--- config.mk ---
export PLATFORM = sky130hd
export DESIGN_NAME = vuvxu_bank_issue_seq_flat
export DESIGN_NICKNAME = d
export VERILOG_FILES = /design/src/rtl/vuvxu_bank_issue_seq_if.sv /design/src/rtl/vuvxu_bank_issue_seq.sv /design/src/flat_wrapper.sv
export SDC_FILE = /design/constraint.sdc
export NUM_CORES = 1
export LEC_CHECK = 0
export CELL_PAD_IN_SITES_DETAIL_PLACEMENT = 1
export CELL_PAD_IN_SITES_GLOBAL_PLACEMENT = 2
export CORE_MARGIN = 4
export CORE_UTILIZATION = 26
export CTS_CLUSTER_DIAMETER = 80
export DETAILED_ROUTE_END_ITERATION = 10
export PLACE_DENSITY_LB_ADDON = 0.1
export RECOVER_POWER = 100
export SETUP_SLACK_MARGIN = 0.5
export SYNTH_ARGS = -nofsm -noshare
export SYNTH_HDL_FRONTEND = slang
export SYNTH_SLANG_ARGS = --single-unit
--- constraint.sdc ---
create_clock -name clk -period 4.1 [get_ports clk]
set_input_delay 0.82 -clock clk [delete_from_list [all_inputs] [get_ports clk]]
set_output_delay 0.82 -clock clk [all_outputs]
set_load 0.05 [all_outputs]
--- src/rtl/vuvxu_bank_issue_seq_if.sv ---
// Command and bank-issue signal bundle for vuvxu_bank_issue_seq.
// master: the sequencer side; slave: the command source / bank-chain side.
interface vuvxu_bank_issue_seq_if;
  logic        cmd_val;
  logic        cmd_rdy;
  logic [10:0] cmd_vlen;
  logic [7:0]  cmd_raddr;
  logic [7:0]  cmd_waddr;
  logic [10:0] cmd_fn;
  logic [64:0] cmd_imm;

  logic        out_ren;
  logic        out_rlast;
  logic [2:0]  out_rcnt;
  logic [7:0]  out_raddr;
  logic [1:0]  out_roplen;
  logic [3:0]  out_rblen;
  logic        out_wen;
  logic        out_wlast;
  logic [2:0]  out_wcnt;
  logic [7:0]  out_waddr;
  logic [2:0]  out_wsel;

  logic        out_viu_val;
  logic [10:0] out_viu_fn;
  logic [10:0] out_viu_utidx;
  logic [64:0] out_viu_imm;

  logic        done;
  logic        busy;

  modport master (
    input  cmd_val, cmd_vlen, cmd_raddr, cmd_waddr, cmd_fn, cmd_imm,
    output cmd_rdy,
    output out_ren, out_rlast, out_rcnt, out_raddr, out_roplen, out_rblen,
    output out_wen, out_wlast, out_wcnt, out_waddr, out_wsel,
    output out_viu_val, out_viu_fn, out_viu_utidx, out_viu_imm,
    output done, busy
  );

  modport slave (
    output cmd_val, cmd_vlen, cmd_raddr, cmd_waddr, cmd_fn, cmd_imm,
    input  cmd_rdy,
    input  out_ren, out_rlast, out_rcnt, out_raddr, out_roplen, out_rblen,
    input  out_wen, out_wlast, out_wcnt, out_waddr, out_wsel,
    input  out_viu_val, out_viu_fn, out_viu_utidx, out_viu_imm,
    input  done, busy
  );
endinterface

--- src/rtl/vuvxu_bank_issue_seq.sv ---
// Bank issue sequencer: splits a vector command into 8-element read groups, writes follow 2 cycles later.
// Optional performance counters enabled by defining VUVXU_SEQ_PERFCNT_EN.
module vuvxu_bank_issue_seq (
  input  logic clk,
  input  logic reset,
  vuvxu_bank_issue_seq_if.master bus
`ifdef VUVXU_SEQ_PERFCNT_EN
  ,
  output logic [31:0] perf_cycles,
  output logic [31:0] perf_elems
`endif
);

  localparam logic [1:0] ST_IDLE  = 2'd0;
  localparam logic [1:0] ST_ISSUE = 2'd1;
  localparam logic [1:0] ST_DRAIN = 2'd2;

  logic [1:0]  state;
  logic [7:0]  raddr_q;
  logic [7:0]  waddr_q;
  logic [10:0] fn_q;
  logic [64:0] imm_q;
  logic [11:0] rem_q;
  logic [7:0]  g_q;

  // Write delay line: stage 1 captured on the read cycle, stage 2 drives the write port.
  logic        s1_v, s1_last, s2_v, s2_last;
  logic [2:0]  s1_cnt, s2_cnt;
  logic [7:0]  s1_addr, s2_addr;

  logic        issue;
  logic        last;
  logic        accept;
  logic [2:0]  rcnt;
  logic [3:0]  n;

  assign issue  = (state == ST_ISSUE);
  assign last   = (rem_q <= 12'd8);
  assign rcnt   = (rem_q >= 12'd8) ? 3'd7 : (rem_q[2:0] - 3'd1);
  assign n      = {1'b0, rcnt} + 4'd1;
  assign accept = bus.cmd_val && bus.cmd_rdy;

  // cmd_rdy is gated by reset so it stays low while reset is held.
  assign bus.cmd_rdy = (state == ST_IDLE) && reset;
  assign bus.busy    = (state != ST_IDLE);
  assign bus.done    = s2_v && s2_last;

  assign bus.out_ren       = issue;
  assign bus.out_rlast     = issue && last;
  assign bus.out_rcnt      = issue ? rcnt : '0;
  assign bus.out_raddr     = issue ? (raddr_q + g_q) : '0;
  assign bus.out_roplen    = '0;
  assign bus.out_rblen     = issue ? 4'b0001 : '0;
  assign bus.out_viu_val   = issue;
  assign bus.out_viu_fn    = issue ? fn_q : '0;
  assign bus.out_viu_utidx = issue ? {g_q, 3'b000} : '0;
  assign bus.out_viu_imm   = issue ? imm_q : '0;

  assign bus.out_wen   = s2_v;
  assign bus.out_wlast = s2_last;
  assign bus.out_wcnt  = s2_cnt;
  assign bus.out_waddr = s2_addr;
  assign bus.out_wsel  = '0;

  always_ff @(posedge clk or negedge reset) begin
    if (!reset) begin
      state   <= ST_IDLE;
      raddr_q <= '0;
      waddr_q <= '0;
      fn_q    <= '0;
      imm_q   <= '0;
      rem_q   <= '0;
      g_q     <= '0;
    end else begin
      case (state)
        ST_IDLE: begin
          if (accept) begin
            raddr_q <= bus.cmd_raddr;
            waddr_q <= bus.cmd_waddr;
            fn_q    <= bus.cmd_fn;
            imm_q   <= bus.cmd_imm;
            rem_q   <= {1'b0, bus.cmd_vlen} + 12'd1;
            g_q     <= '0;
            state   <= ST_ISSUE;
          end
        end
        ST_ISSUE: begin
          rem_q <= rem_q - {8'd0, n};
          g_q   <= g_q + 8'd1;
          if (last) state <= ST_DRAIN;
        end
        ST_DRAIN: begin
          if (s2_v && s2_last) state <= ST_IDLE;
        end
        default: state <= ST_IDLE;
      endcase
    end
  end

  always_ff @(posedge clk or negedge reset) begin
    if (!reset) begin
      s1_v    <= 1'b0;
      s1_last <= 1'b0;
      s1_cnt  <= '0;
      s1_addr <= '0;
      s2_v    <= 1'b0;
      s2_last <= 1'b0;
      s2_cnt  <= '0;
      s2_addr <= '0;
    end else begin
      s1_v    <= issue;
      s1_last <= issue && last;
      s1_cnt  <= issue ? rcnt : '0;
      s1_addr <= issue ? (waddr_q + g_q) : '0;
      s2_v    <= s1_v;
      s2_last <= s1_last;
      s2_cnt  <= s1_cnt;
      s2_addr <= s1_addr;
    end
  end

`ifdef VUVXU_SEQ_PERFCNT_EN
  always_ff @(posedge clk or negedge reset) begin
    if (!reset) begin
      perf_cycles <= '0;
      perf_elems  <= '0;
    end else begin
      if (bus.busy) perf_cycles <= perf_cycles + 32'd1;
      if (issue)    perf_elems  <= perf_elems + {28'd0, n};
    end
  end
`endif

endmodule

--- src/flat_wrapper.sv ---
// flat-port wrapper written by rule: the top's interface ports become plain ports
module vuvxu_bank_issue_seq_flat 
  (clk, reset, bus_cmd_val, bus_cmd_vlen, bus_cmd_raddr, bus_cmd_waddr, bus_cmd_fn, bus_cmd_imm, bus_cmd_rdy, bus_out_ren, bus_out_rlast, bus_out_rcnt, bus_out_raddr, bus_out_roplen, bus_out_rblen, bus_out_wen, bus_out_wlast, bus_out_wcnt, bus_out_waddr, bus_out_wsel, bus_out_viu_val, bus_out_viu_fn, bus_out_viu_utidx, bus_out_viu_imm, bus_done, bus_busy);
  vuvxu_bank_issue_seq_if bus_i ();
  input  logic clk;
  input  logic reset;
  input wire logic [$bits(bus_i.cmd_val)-1:0] bus_cmd_val;
  input wire logic [$bits(bus_i.cmd_vlen)-1:0] bus_cmd_vlen;
  input wire logic [$bits(bus_i.cmd_raddr)-1:0] bus_cmd_raddr;
  input wire logic [$bits(bus_i.cmd_waddr)-1:0] bus_cmd_waddr;
  input wire logic [$bits(bus_i.cmd_fn)-1:0] bus_cmd_fn;
  input wire logic [$bits(bus_i.cmd_imm)-1:0] bus_cmd_imm;
  output wire logic [$bits(bus_i.cmd_rdy)-1:0] bus_cmd_rdy;
  output wire logic [$bits(bus_i.out_ren)-1:0] bus_out_ren;
  output wire logic [$bits(bus_i.out_rlast)-1:0] bus_out_rlast;
  output wire logic [$bits(bus_i.out_rcnt)-1:0] bus_out_rcnt;
  output wire logic [$bits(bus_i.out_raddr)-1:0] bus_out_raddr;
  output wire logic [$bits(bus_i.out_roplen)-1:0] bus_out_roplen;
  output wire logic [$bits(bus_i.out_rblen)-1:0] bus_out_rblen;
  output wire logic [$bits(bus_i.out_wen)-1:0] bus_out_wen;
  output wire logic [$bits(bus_i.out_wlast)-1:0] bus_out_wlast;
  output wire logic [$bits(bus_i.out_wcnt)-1:0] bus_out_wcnt;
  output wire logic [$bits(bus_i.out_waddr)-1:0] bus_out_waddr;
  output wire logic [$bits(bus_i.out_wsel)-1:0] bus_out_wsel;
  output wire logic [$bits(bus_i.out_viu_val)-1:0] bus_out_viu_val;
  output wire logic [$bits(bus_i.out_viu_fn)-1:0] bus_out_viu_fn;
  output wire logic [$bits(bus_i.out_viu_utidx)-1:0] bus_out_viu_utidx;
  output wire logic [$bits(bus_i.out_viu_imm)-1:0] bus_out_viu_imm;
  output wire logic [$bits(bus_i.done)-1:0] bus_done;
  output wire logic [$bits(bus_i.busy)-1:0] bus_busy;
  assign bus_i.cmd_val = bus_cmd_val;
  assign bus_i.cmd_vlen = bus_cmd_vlen;
  assign bus_i.cmd_raddr = bus_cmd_raddr;
  assign bus_i.cmd_waddr = bus_cmd_waddr;
  assign bus_i.cmd_fn = bus_cmd_fn;
  assign bus_i.cmd_imm = bus_cmd_imm;
  assign bus_cmd_rdy = bus_i.cmd_rdy;
  assign bus_out_ren = bus_i.out_ren;
  assign bus_out_rlast = bus_i.out_rlast;
  assign bus_out_rcnt = bus_i.out_rcnt;
  assign bus_out_raddr = bus_i.out_raddr;
  assign bus_out_roplen = bus_i.out_roplen;
  assign bus_out_rblen = bus_i.out_rblen;
  assign bus_out_wen = bus_i.out_wen;
  assign bus_out_wlast = bus_i.out_wlast;
  assign bus_out_wcnt = bus_i.out_wcnt;
  assign bus_out_waddr = bus_i.out_waddr;
  assign bus_out_wsel = bus_i.out_wsel;
  assign bus_out_viu_val = bus_i.out_viu_val;
  assign bus_out_viu_fn = bus_i.out_viu_fn;
  assign bus_out_viu_utidx = bus_i.out_viu_utidx;
  assign bus_out_viu_imm = bus_i.out_viu_imm;
  assign bus_done = bus_i.done;
  assign bus_busy = bus_i.busy;
  vuvxu_bank_issue_seq u_core (.clk(clk), .reset(reset), .bus(bus_i));
endmodule
==> results of run 1 <==
## where the power goes
group / leakage [nW] / switching (mW) / internal (mW)
combinational: 2.57 / 0.0733 / 0.0929
clock: 0.300 / 0.628 / 0.993
sequential: 1.84 / 0 / 1.38
## worst min path at each step
stage	start	to	slack, ns	depth (start not counted)
after floorplan	u_core.s1_addr[0]	u_core.bus.out_waddr[0]	0.33	0
after global placement	u_core.s1_addr[4]	u_core.bus.out_waddr[4]	0.33	0
after detailed placement	u_core.s1_addr[2]	u_core.bus.out_waddr[2]	0.34	0
after CTS	reset	u_core.bus.out_wcnt[1]	0.19	1
after global routing	u_core.s1_addr[3]	u_core.bus.out_waddr[3]	0.35	0
final	u_core.s1_addr[3]	u_core.bus.out_waddr[3]	0.34	0
## critical path: stages, from the launching register on
cell and delay, ns:
dfrtp_1 0.45, ha_1 0.38, and3_1 0.22, a2111oi_2 0.38
buf_4 0.18, a21oi_1 0.06, xnor2_1 0.12, nor2_1 0.11
clkbuf_1 0.48
## area by class of cell
cell class                      count  area [µm²]
Clock buffer                       19         453
Multi-Input combinational cell    590        3140
Sequential cell                   140        3500
Tap cell                          335         419
Inverter                            7        27.5
Timing Repair Buffer              234        1860
Fill cell                        3099       16500
Clock inverter                     12         160
## kinds of logic after synthesis
logic type / Yosys count / synth area share
compound gates: 59 / 0.0636
xor+xnor: 23 / 0.0292
fa+ha+maj: 21 / 0.0403
buf+inv: 58 / 0.0386
flops: 140 / 0.508
mux: 6 / 0.00889
other cells: 1 / 0.000543
simple gates: 470 / 0.311
## through the flow
| step | util | power, mW | cell area, µm² | cells | hold slack, ns |
|---|---|---|---|---|---|
| floorplan | - | 1.45 | 6940 | 788 | 0.331 |
| global placement | 0.355 | 1.58 | 9240 | 1306 | 0.333 |
| detailed placement | 0.355 | 1.58 | 9240 | 1306 | 0.337 |
| CTS | 0.378 | 3.24 | 9850 | 1337 | 0.191 |
| global route | 0.367 | 3.30 | 9570 | 1337 | 0.352 |
| finish | 0.367 | 3.17 | 9570 | 1337 | 0.341 |
## synthesized netlist by cell type, drive strengths merged (2+ instances only)
| cell type | instances |
|---|---|
| o21ba | 2 |
| nor3b | 2 |
| buf | 18 |
| ha | 19 |
| or4 | 5 |
| fa | 2 |
| o21bai | 2 |
| a311oi | 2 |
| a311o | 2 |
| xor2 | 10 |
| nor4 | 2 |
| nor3 | 5 |
| a211oi | 3 |
| and2 | 93 |
| a21o | 5 |
| nor2b | 5 |
| nor2 | 31 |
| or3 | 3 |
| nand2 | 292 |
| clkbuf | 33 |
| nand3 | 18 |
| mux2i | 5 |
| dfrtp | 140 |
| a21oi | 13 |
| and4 | 3 |
| and3 | 7 |
| a2111oi | 3 |
| nand2b | 2 |
| o21ai | 13 |
| inv | 6 |
| o32ai | 2 |
| o311ai | 2 |
| xnor2 | 13 |
## sequential cells by signal (all words and copies together) (netlist names)
name,flops
u_core.imm_q,65
u_core.rem_q,12
u_core.fn_q,11
u_core.bus.out_waddr,8
u_core.g_q,8
u_core.raddr_q,8
u_core.s1_addr,8
u_core.waddr_q,8
u_core.bus.out_wcnt,3
u_core.s1_cnt,3
u_core.state,2
u_core.bus.out_wen,1
u_core.bus.out_wlast,1
u_core.s1_last,1
u_core.s1_v,1
## per-layer routing
layer / global-route usage / wire [µm] / share of wire
met5: 0 / 8 / 0.00036
met2: 0.249 / 10400 / 0.47
met3: 0.0575 / 1750 / 0.079
met4: 0.0362 / 261 / 0.012
met1: 0.197 / 9620 / 0.44
==> results.py, run 1 <==
metrics = {
    "min_path": {
        "hp-class": "flop to flop",
    },
    "run_status": {
        "status": "finished with violations",
        "failed_checks": "capacitance limit, slew limit",
    },
    "place": {
        "dp_slack_ns": 0.574,
        "gp_congestion": 0.779,
        "dp_hpwl_um": 15500,
        "port_buffers": 220,
    },
    "grt": {
        "grt_max_degree": 69,
        "grt_overflow_total": 0,
        "antenna_found_initial": 1,
        "grt_first_pass_wirelength_um": 35400,
        "grt_pass1_vias": 6379,
        "grt_usage": 0.154,
    },
    "detailed_routing": {
        "wirelength_um": 22100,
        "drtAntennaViolNets": 0,
        "drc": 0,
        "drt_pre_antenna_iters": 4,
        "wl_per_cell_um": 16.5,
        "drtIter0Drc": 205,
        "vias_per_cell": 4.44,
        "via_count": 5942,
    },
    "critical_path": {
        "reg2reg_slack_ns": 0.68,
        "cp-start-kind": "flop",
        "worstRegToRegCells": 8,
        "r2r_end": "u_core.rem_q[11]",
        "crit_start": "u_core.g_q[2]",
        "critPathKind": "flop to output pin",
        "cp-endpoint": "bus_out_raddr[7]",
        "reg2reg_from": "u_core.rem_q[7]",
        "worstPathRequired_ns": 3.28,
        "cp_data_arrival_time_ns": 2.79,
        "cp-end-kind": "output pin",
        "worst-path-max-fanout": 7,
    },
    "cells_and_area": {
        "diodes": 0,
        "nets": 1117,
        "final_common_cell": "nand2_1",
        "layout-drive-gt1-share": 0.0838,
        "final_cell_mix": "nand2_1, dfrtp_1, clkdlybuf4s50_1",
        "syn2layout_area_growth_pct": 38.7,
    },
    "job": {
        "maxCapViolCount": 3,
    },
    "sta": {
        "layout_min_cycle_time_ns": 3.61,
        "slew_headroom": -0.209,
        "finalHoldViolations": 0,
        "post-route-period-util": 0.880,
        "rsz0062_at_grt": "no",
        "worst_pin_slew_ns": 1.81,
        "fmax_mhz": 277,
        "tns_ns": 0,
        "finalClockSkew_ns": 0.00959,
        "setup_ws_ns": 0.492,
        "slew_viol_final": 171,
        "finalSetupViolCount": 0,
    },
    "synthesis": {
        "seq_area_frac_synth": 0.508,
        "avgSynthCellArea_um2": 8.87,
        "synth_cells": 778,
        "yosys.cell_types.count": 54,
        "yosysTopAreaCell": "dfrtp_1",
        "synth_edf_count": 0,
        "ys_ff_latch": 140,
        "ys.flop_type": "dfrtp_1",
        "ys_warn_count": 0,
        "yosysTopAreaCellShare": 0.508,
        "async_flop_share": 1.00,
        "synthTopCellsByArea": "dfrtp_1, nand2_1, and2_1",
        "netlist_area_um2": 6900,
    },
    "floorplan": {
        "start_util": 0.265,
        "die_area_um2": 29200,
        "rows": 59,
        "fp.dieH_um": 171,
        "die_w_um": 171,
        "fp.coreArea_um2": 26100,
        "ios": 232,
    },
    "cts": {
        "root_buffer": "clkbuf_16",
        "cts_buffers": 17,
        "cts_resized": 5,
        "cts-hold-fix-buffers": 0,
        "cts_tree": "yes",
        "htree_levels": 4,
        "path_clk_slew_ns": 0.06,
        "clock_path_buffers": 2,
        "cts.sinks": 140,
        "clk_latency_ns": 0.42,
        "post-cts-setup-buffers": 0,
    },
    "power_and_ir_drop": {
        "peakVddDrop_mv": 0.176,
        "p_leak_nw": 4.71,
        "power_density_nw_per_um2": 331,
    },
}
(Power assumes the default switching activity.)
==> run 2, diff against run 1 <==
Settings changed: CAP_MARGIN set to 20, CORE_UTILIZATION 26 to 27, CTS_BUF_LIST set to sky130_fd_sc_hd__clkbuf_4 sky130_fd_sc_hd__clkbuf_8.
==> run 2 against run 1 <==
Against the previous run: the run still ends with capacitance limit, slew limit left; wire length down 0.63%; clock power shrank 26%; critical path depth decreased by 4; total power shrank 13%.
==> results.py, run 2 (synthesized netlist as in run 1, its figures left out) <==
metrics = {
    "power_and_ir_drop": {
        "p_leak_nw": 4.55,
        "power_density_nw_per_um2": 295,
        "peakVddDrop_mv": 0.209,
        "clockPowerShare": 0.437,
        "p_seq_frac": 0.502,
        "internal_power_mw": 2.09,
        "switching_power_mw": 0.656,
        "combPwrFrac": 0.061,
        "netSwitchingFraction": 0.239,
    },
    "job": {
        "maxCapViolCount": 1,
    },
    "cells_and_area": {
        "fin_util": 0.370,
        "regMostFlops": "u_core.imm_q",
        "syn2layout_area_growth_pct": 35.0,
        "reg.largest.list": "u_core.imm_q x65, u_core.rem_q x12, u_core.fn_q x11",
        "largest_reg_flops": 65,
        "layout-drive-gt1-share": 0.0571,
        "final_cells": 1330,
        "nets": 1114,
        "final_common_cell": "nand2_1",
        "final_cell_mix": "nand2_1, dfrtp_1, clkdlybuf4s50_1",
    },
    "sta": {
        "post-route-period-util": 0.906,
        "fmax_mhz": 269,
        "finalHoldViolations": 0,
        "slew_viol_final": 62,
        "finalClockSkew_ns": 0.0145,
        "layout_min_cycle_time_ns": 3.71,
        "hold_ws_ns": 0.274,
        "slew_headroom": -0.0463,
        "rsz0062_at_grt": "no",
        "setup_ws_ns": 0.386,
        "worst_pin_slew_ns": 1.57,
        "finalSetupViolCount": 0,
        "tns_ns": 0,
    },
    "detailed_routing": {
        "drtAntennaViolNets": 0,
        "vias_per_cell": 4.43,
        "drt_pre_antenna_iters": 4,
        "drc": 0,
        "drtIter0Drc": 139,
        "wirelength_um": 21900,
        "via_count": 5889,
        "wl_per_cell_um": 16.5,
    },
    "floorplan": {
        "ios": 232,
        "start_util": 0.274,
        "die_w_um": 168,
        "die_area_um2": 28200,
        "fp.coreArea_um2": 25200,
        "rows": 58,
        "fp.dieH_um": 168,
    },
    "grt": {
        "grt_overflow_total": 0,
        "antenna_found_initial": 1,
        "grt_pass1_vias": 6265,
        "use_met1": 0.203,
        "grt_use_met2": 0.251,
        "grt_usage": 0.157,
        "grt_max_degree": 89,
        "grt_first_pass_wirelength_um": 35300,
        "grtUsageMet3": 0.0594,
        "grt-busiest-layer": "met2",
    },
    "place": {
        "port_buffers": 220,
        "dp_slack_ns": 0.651,
        "dp_hpwl_um": 15100,
        "dp_cells": 1298,
        "gp_congestion": 0.750,
    },
    "cts": {
        "path_clk_slew_ns": 0.09,
        "cts_tree": "yes",
        "htree_levels": 4,
        "clk_latency_ns": 0.44,
        "root_buffer": "clkbuf_8",
        "cts_buffers": 17,
        "clock_path_buffers": 2,
        "cts.sinks": 140,
    },
    "critical_path": {
        "slowest_delay_ns": 0.79,
        "critPathSlowestCell": "dlygate4sd3_1",
        "cp_num_cells": 4,
        "cp-end-kind": "output pin",
        "crit_chain": "or4_1 -> nor4_1 -> a21oi_1 -> dlygate4sd3_1",
        "worst-path-max-fanout": 5,
        "cp-start-kind": "flop",
        "critPathKind": "flop to output pin",
        "cp_data_arrival_time_ns": 2.89,
        "cp_num_buf_inv": 1,
        "critical-path-top-delay-family": "simple AND/OR/NAND/NOR gates",
        "worstRegToRegCells": 8,
        "worstPathRequired_ns": 3.28,
    },
    "run_status": {
        "status": "finished with violations",
        "failed_checks": "capacitance limit, slew limit",
    },
    "min_path": {
        "hp-class": "input port to async pin",
    },
}
## run 2: layout make-up
| type | count | area [µm²] |
|---|---|---|
| Multi-Input combinational cell | 590 | 3140 |
| Clock inverter | 13 | 164 |
| Fill cell | 2968 | 15900 |
| Sequential cell | 140 | 3500 |
| Clock buffer | 18 | 248 |
| Timing Repair Buffer | 231 | 1810 |
| Tap cell | 330 | 413 |
| Antenna cell | 1 | 2.50 |
| Inverter | 7 | 28.8 |
## run 2: worst reg2reg max path, delay by kind of cell, from the launching register on
kind	cells	cell delay, ns
DFF	1	0.43
AOI/OAI and AO/OA	2	0.81
xor gates and xnor gates	1	0.15
adders and majority gates	1	0.35
and+or+nand+nor	4	1.62
## run 2: repair_timing
action,CTS,global route
setup endpoints to repair,5,6
setup buffers,0,0
cloned,0,0
gates resized for setup,7,9
hold buffers,0,0
## run 2: stage by stage
stage          instance area (µm²)  total power, mW
6_report                      9320             2.75
5_1_grt                       9320             2.89
4_1_cts                       9670             2.81
3_5_place_dp                  9260             1.58
3_3_place_gp                  9260             1.58
2_1_floorplan                 6940             1.45
## run 2: worst paths after layout
| check | from | end | slack, ns |
|---|---|---|---|
| worst max-delay path | u_core.rem_q[7] | bus_out_rcnt[1] | 0.39 |
| worst min-delay path | reset | u_core.bus.out_wcnt[1] | 0.27 |
| worst max register to register | u_core.rem_q[7] | u_core.rem_q[11] | 0.65 |
| worst min register to register | u_core.s1_addr[7] | u_core.bus.out_waddr[7] | 0.34 |
| max in group asynchronous | reset | u_core.g_q[2] | 1.86 |
| min in group clk | u_core.s1_addr[7] | u_core.bus.out_waddr[7] | 0.34 |
## run 2: per-layer routing
| metal | wire (µm) | share of wire |
|---|---|---|
| met2 | 10500 | 0.48 |
| met1 | 9540 | 0.44 |
| met3 | 1650 | 0.075 |
| met4 | 228 | 0.010 |
| met5 | 0 | 0 |
## run 2: power groups by stage
stage          Sequential, mW  Combinational (mW)  Clock, mW
6_report                 1.38               0.169       1.20
5_1_grt                  1.38               0.183       1.32
4_1_cts                  1.38               0.174       1.26
3_5_place_dp             1.41               0.173          0
3_3_place_gp             1.41               0.172          0
2_1_floorplan            1.41              0.0389          0
==> variant (flow settings as in run 2) <==
Take the reset off `s1_addr` and load it in a clocked block of its own.
--- a/src/rtl/vuvxu_bank_issue_seq.sv
+++ b/src/rtl/vuvxu_bank_issue_seq.sv
@@ -102,7 +102,6 @@
       s1_v    <= 1'b0;
       s1_last <= 1'b0;
       s1_cnt  <= '0;
-      s1_addr <= '0;
       s2_v    <= 1'b0;
       s2_last <= 1'b0;
       s2_cnt  <= '0;
@@ -111,12 +110,15 @@
       s1_v    <= issue;
       s1_last <= issue && last;
       s1_cnt  <= issue ? rcnt : '0;
-      s1_addr <= issue ? (waddr_q + g_q) : '0;
       s2_v    <= s1_v;
       s2_last <= s1_last;
       s2_cnt  <= s1_cnt;
       s2_addr <= s1_addr;
     end
+  end
+
+  always_ff @(posedge clk) begin
+    s1_addr <= issue ? (waddr_q + g_q) : '0;
   end
 
 `ifdef VUVXU_SEQ_PERFCNT_EN
Check against the original RTL: no difference found for any inputs over 4 cycles, from zero or initial values and one cycle with reset low; that may be too few to reach the edited logic, so the function may still have changed.
==> variant against run 2 <==
  * The flow still finishes with violations (max-capacitance violations, max-slew violations)
  * Synthesized cell count rose by 0.90%
  * Final area rose by 9.0%
  * Sequential cell count did not move
  * Worst hold slack got worse by 0.017 ns
  * Clock skew fell by 0.00060 ns
  * Critical path depth rose by 3
  * Maximum frequency rose by 2.1%
  * Final cell count rose by 0.45%
  * Routed wire length fell by 1.5%
  * Setup slack improved by 0.076 ns
  * Utilization rose by 3.4 points
  * Synthesized area fell by 0.42%
Power is left out: it rests on default switching activity, and per cell area and clock period it moved more than threefold.
==> variant: results (changes against run 2) <==
The tree is rooted in a clkbuf_8. The worst stage delay on the critical path was 0.64 ns (-0.15 ns). The peak fanout along the critical path was 6 (+1). The commonest cells after synthesis are 292 x nand2_1, 132 x dfrtp_1, 91 x and2_1, 29 x clkbuf_1, 25 x nor2_1.

The met3 track demand over resource in global routing is 0.0519 (-0.00747). The largest registers in the layout are u_core.imm_q: 65 flops, u_core.rem_q: 12 flops, u_core.fn_q: 11 flops. The number of maximum-capacitance constraint violations is 2 (+1). The share of post-route cells with drive strength above 1 is 0.124 (+0.0672). The synthesized cell area was 6870 sq um (-0.42%). The wire length of the first global-routing pass is 34500 um (-2.5%). Among cell families on the critical path, the largest total delay comes from adder cells.

The maximum count of clock buffers along a single path is 2 (unchanged). The total number of H-tree levels is 4 (unchanged). The data arrival time of the critical path came out at 2.82 ns (-0.07 ns). In the post-synthesis netlist, the biggest area contributors are dfrtp_1 48%, nand2_1 16%, and2_1 8.3%. The pin slew with the least headroom to its limit is 1.71 ns (+0.144 ns). The met2 global-route usage is 0.253 (+0.00207).

The slowest stage of the critical path is the clkdlybuf4s25_1 cell. The detail-routed net length per standard cell came out at 16.2 um (-2.0%). The share of flip-flops with an asynchronous set or reset after synthesis is 0.943 (-0.0571). The number of inserted diodes is 0 (-1). The count of port buffers added during placement is 220 (unchanged). The final net count is 1120 (+0.54%).

The total track usage came out at 0.154 (-0.00251). The number of global-route vias before repair is 6098 (-2.7%). The detailed-router iteration count before antenna repair came out at 4 (unchanged). In this run the worst hold path is classified as in -> async. The worst clock skew is 0.0139 ns (-0.000604 ns). The number of warnings issued by yosys is 0 (unchanged). The global routing met1 resource utilization is 0.198 (-0.00456). The final reports fail on max-capacitance violations, max-slew violations. The sequential cell area fraction in the yosys report is 0.504 (-0.00370). The total vias in the final route was 5882 (-0.12%).

The number of pins with negative max-slew slack in the final report came out at 130 (+110%). The final weighted congestion in routability-driven placement came out at 0.742 (-1.0%). The number of antenna violations at the first check in global routing was 0 (-1).

The maximum number of pins on one net before global-route repair is 92 (+3.4%). The number of buffers created by CTS is 17 (unchanged). The number of DRC markers in iteration 0 was 148 (+6.5%).

The HPWL after detailed placement is 15400 um (+2.1%). The number of distinct library cells after synthesis is 62 (+15%). The run finished, with violations left.

The number of buffers inserted by post-CTS setup repair came to 0 (unchanged).
## variant: logic make-up (layout without fill, tap and decap cells)
logic type / after synthesis / after routing / synth area share
mux: 3 / 3 / 0.00510
flops: 140 / 140 / 0.504
fa+ha+maj: 21 / 21 / 0.0404
xor+xnor: 17 / 17 / 0.0217
simple gates: 467 / 467 / 0.316
compound gates: 72 / 72 / 0.0688
buf+inv: 64 / 275 / 0.0437
other cells: 1 / 11 / 0.000546
## variant: path summary, 6_finish.rpt
kind	from	end	slack [ns]	cells after the start
setup / recovery	u_core.g_q[0]$_DFFE_PN0P_	bus_out_raddr[4]	0.46	7
hold / removal	reset	u_core.bus.out_waddr[3]$_DFF_PN0_	0.26	1
setup reg to reg	u_core.rem_q[7]$_DFFE_PN0P_	u_core.rem_q[10]$_DFFE_PN0P_	0.86	8
hold reg to reg	u_core.s1_addr[1]$_SDFF_PN0_	u_core.bus.out_waddr[1]$_DFF_PN0_	0.33	0
max in group asynchronous	reset	u_core.imm_q[60]$_DFFE_PN0P_	1.84	2
min in group clk	u_core.s1_addr[1]$_SDFF_PN0_	u_core.bus.out_waddr[1]$_DFF_PN0_	0.33	0
## variant: what timing repair did
action | 4_1_cts | 5_1_grt
hold buffers | 0 | 0
setup endpoints to repair | 6 | 76
resized for setup | 6 | 7
## variant: final cells by class
class | count | area [sq um]
clock buffers | 19 | 262
multi-input cells | 591 | 3150
clock inverters | 13 | 178
well taps | 330 | 413
flip-flops and latches | 140 | 3460
fillers | 2911 | 15000
repair buffers | 231 | 2650
inverters | 12 | 46.3
## variant: through the flow
stage | instances | cell area, sq um | setup WS [ns] | util
2_1_floorplan | 795 | 6910 | 0.593 | -
3_3_place_gp | 1304 | 9830 | 0.689 | 0.392
3_5_place_dp | 1304 | 9830 | 0.696 | 0.392
5_1_grt | 1336 | 10200 | 0.191 | 0.404
4_1_cts | 1336 | 10300 | 0.476 | 0.409
6_report | 1336 | 10200 | 0.462 | 0.404
## variant: layer usage
| layer | wire, um | share of wire |
|---|---|---|
| met1 | 9440 | 0.44 |
| met2 | 10600 | 0.49 |
| met3 | 1410 | 0.065 |
| met4 | 184 | 0.0085 |
| met5 | 0 | 0 |
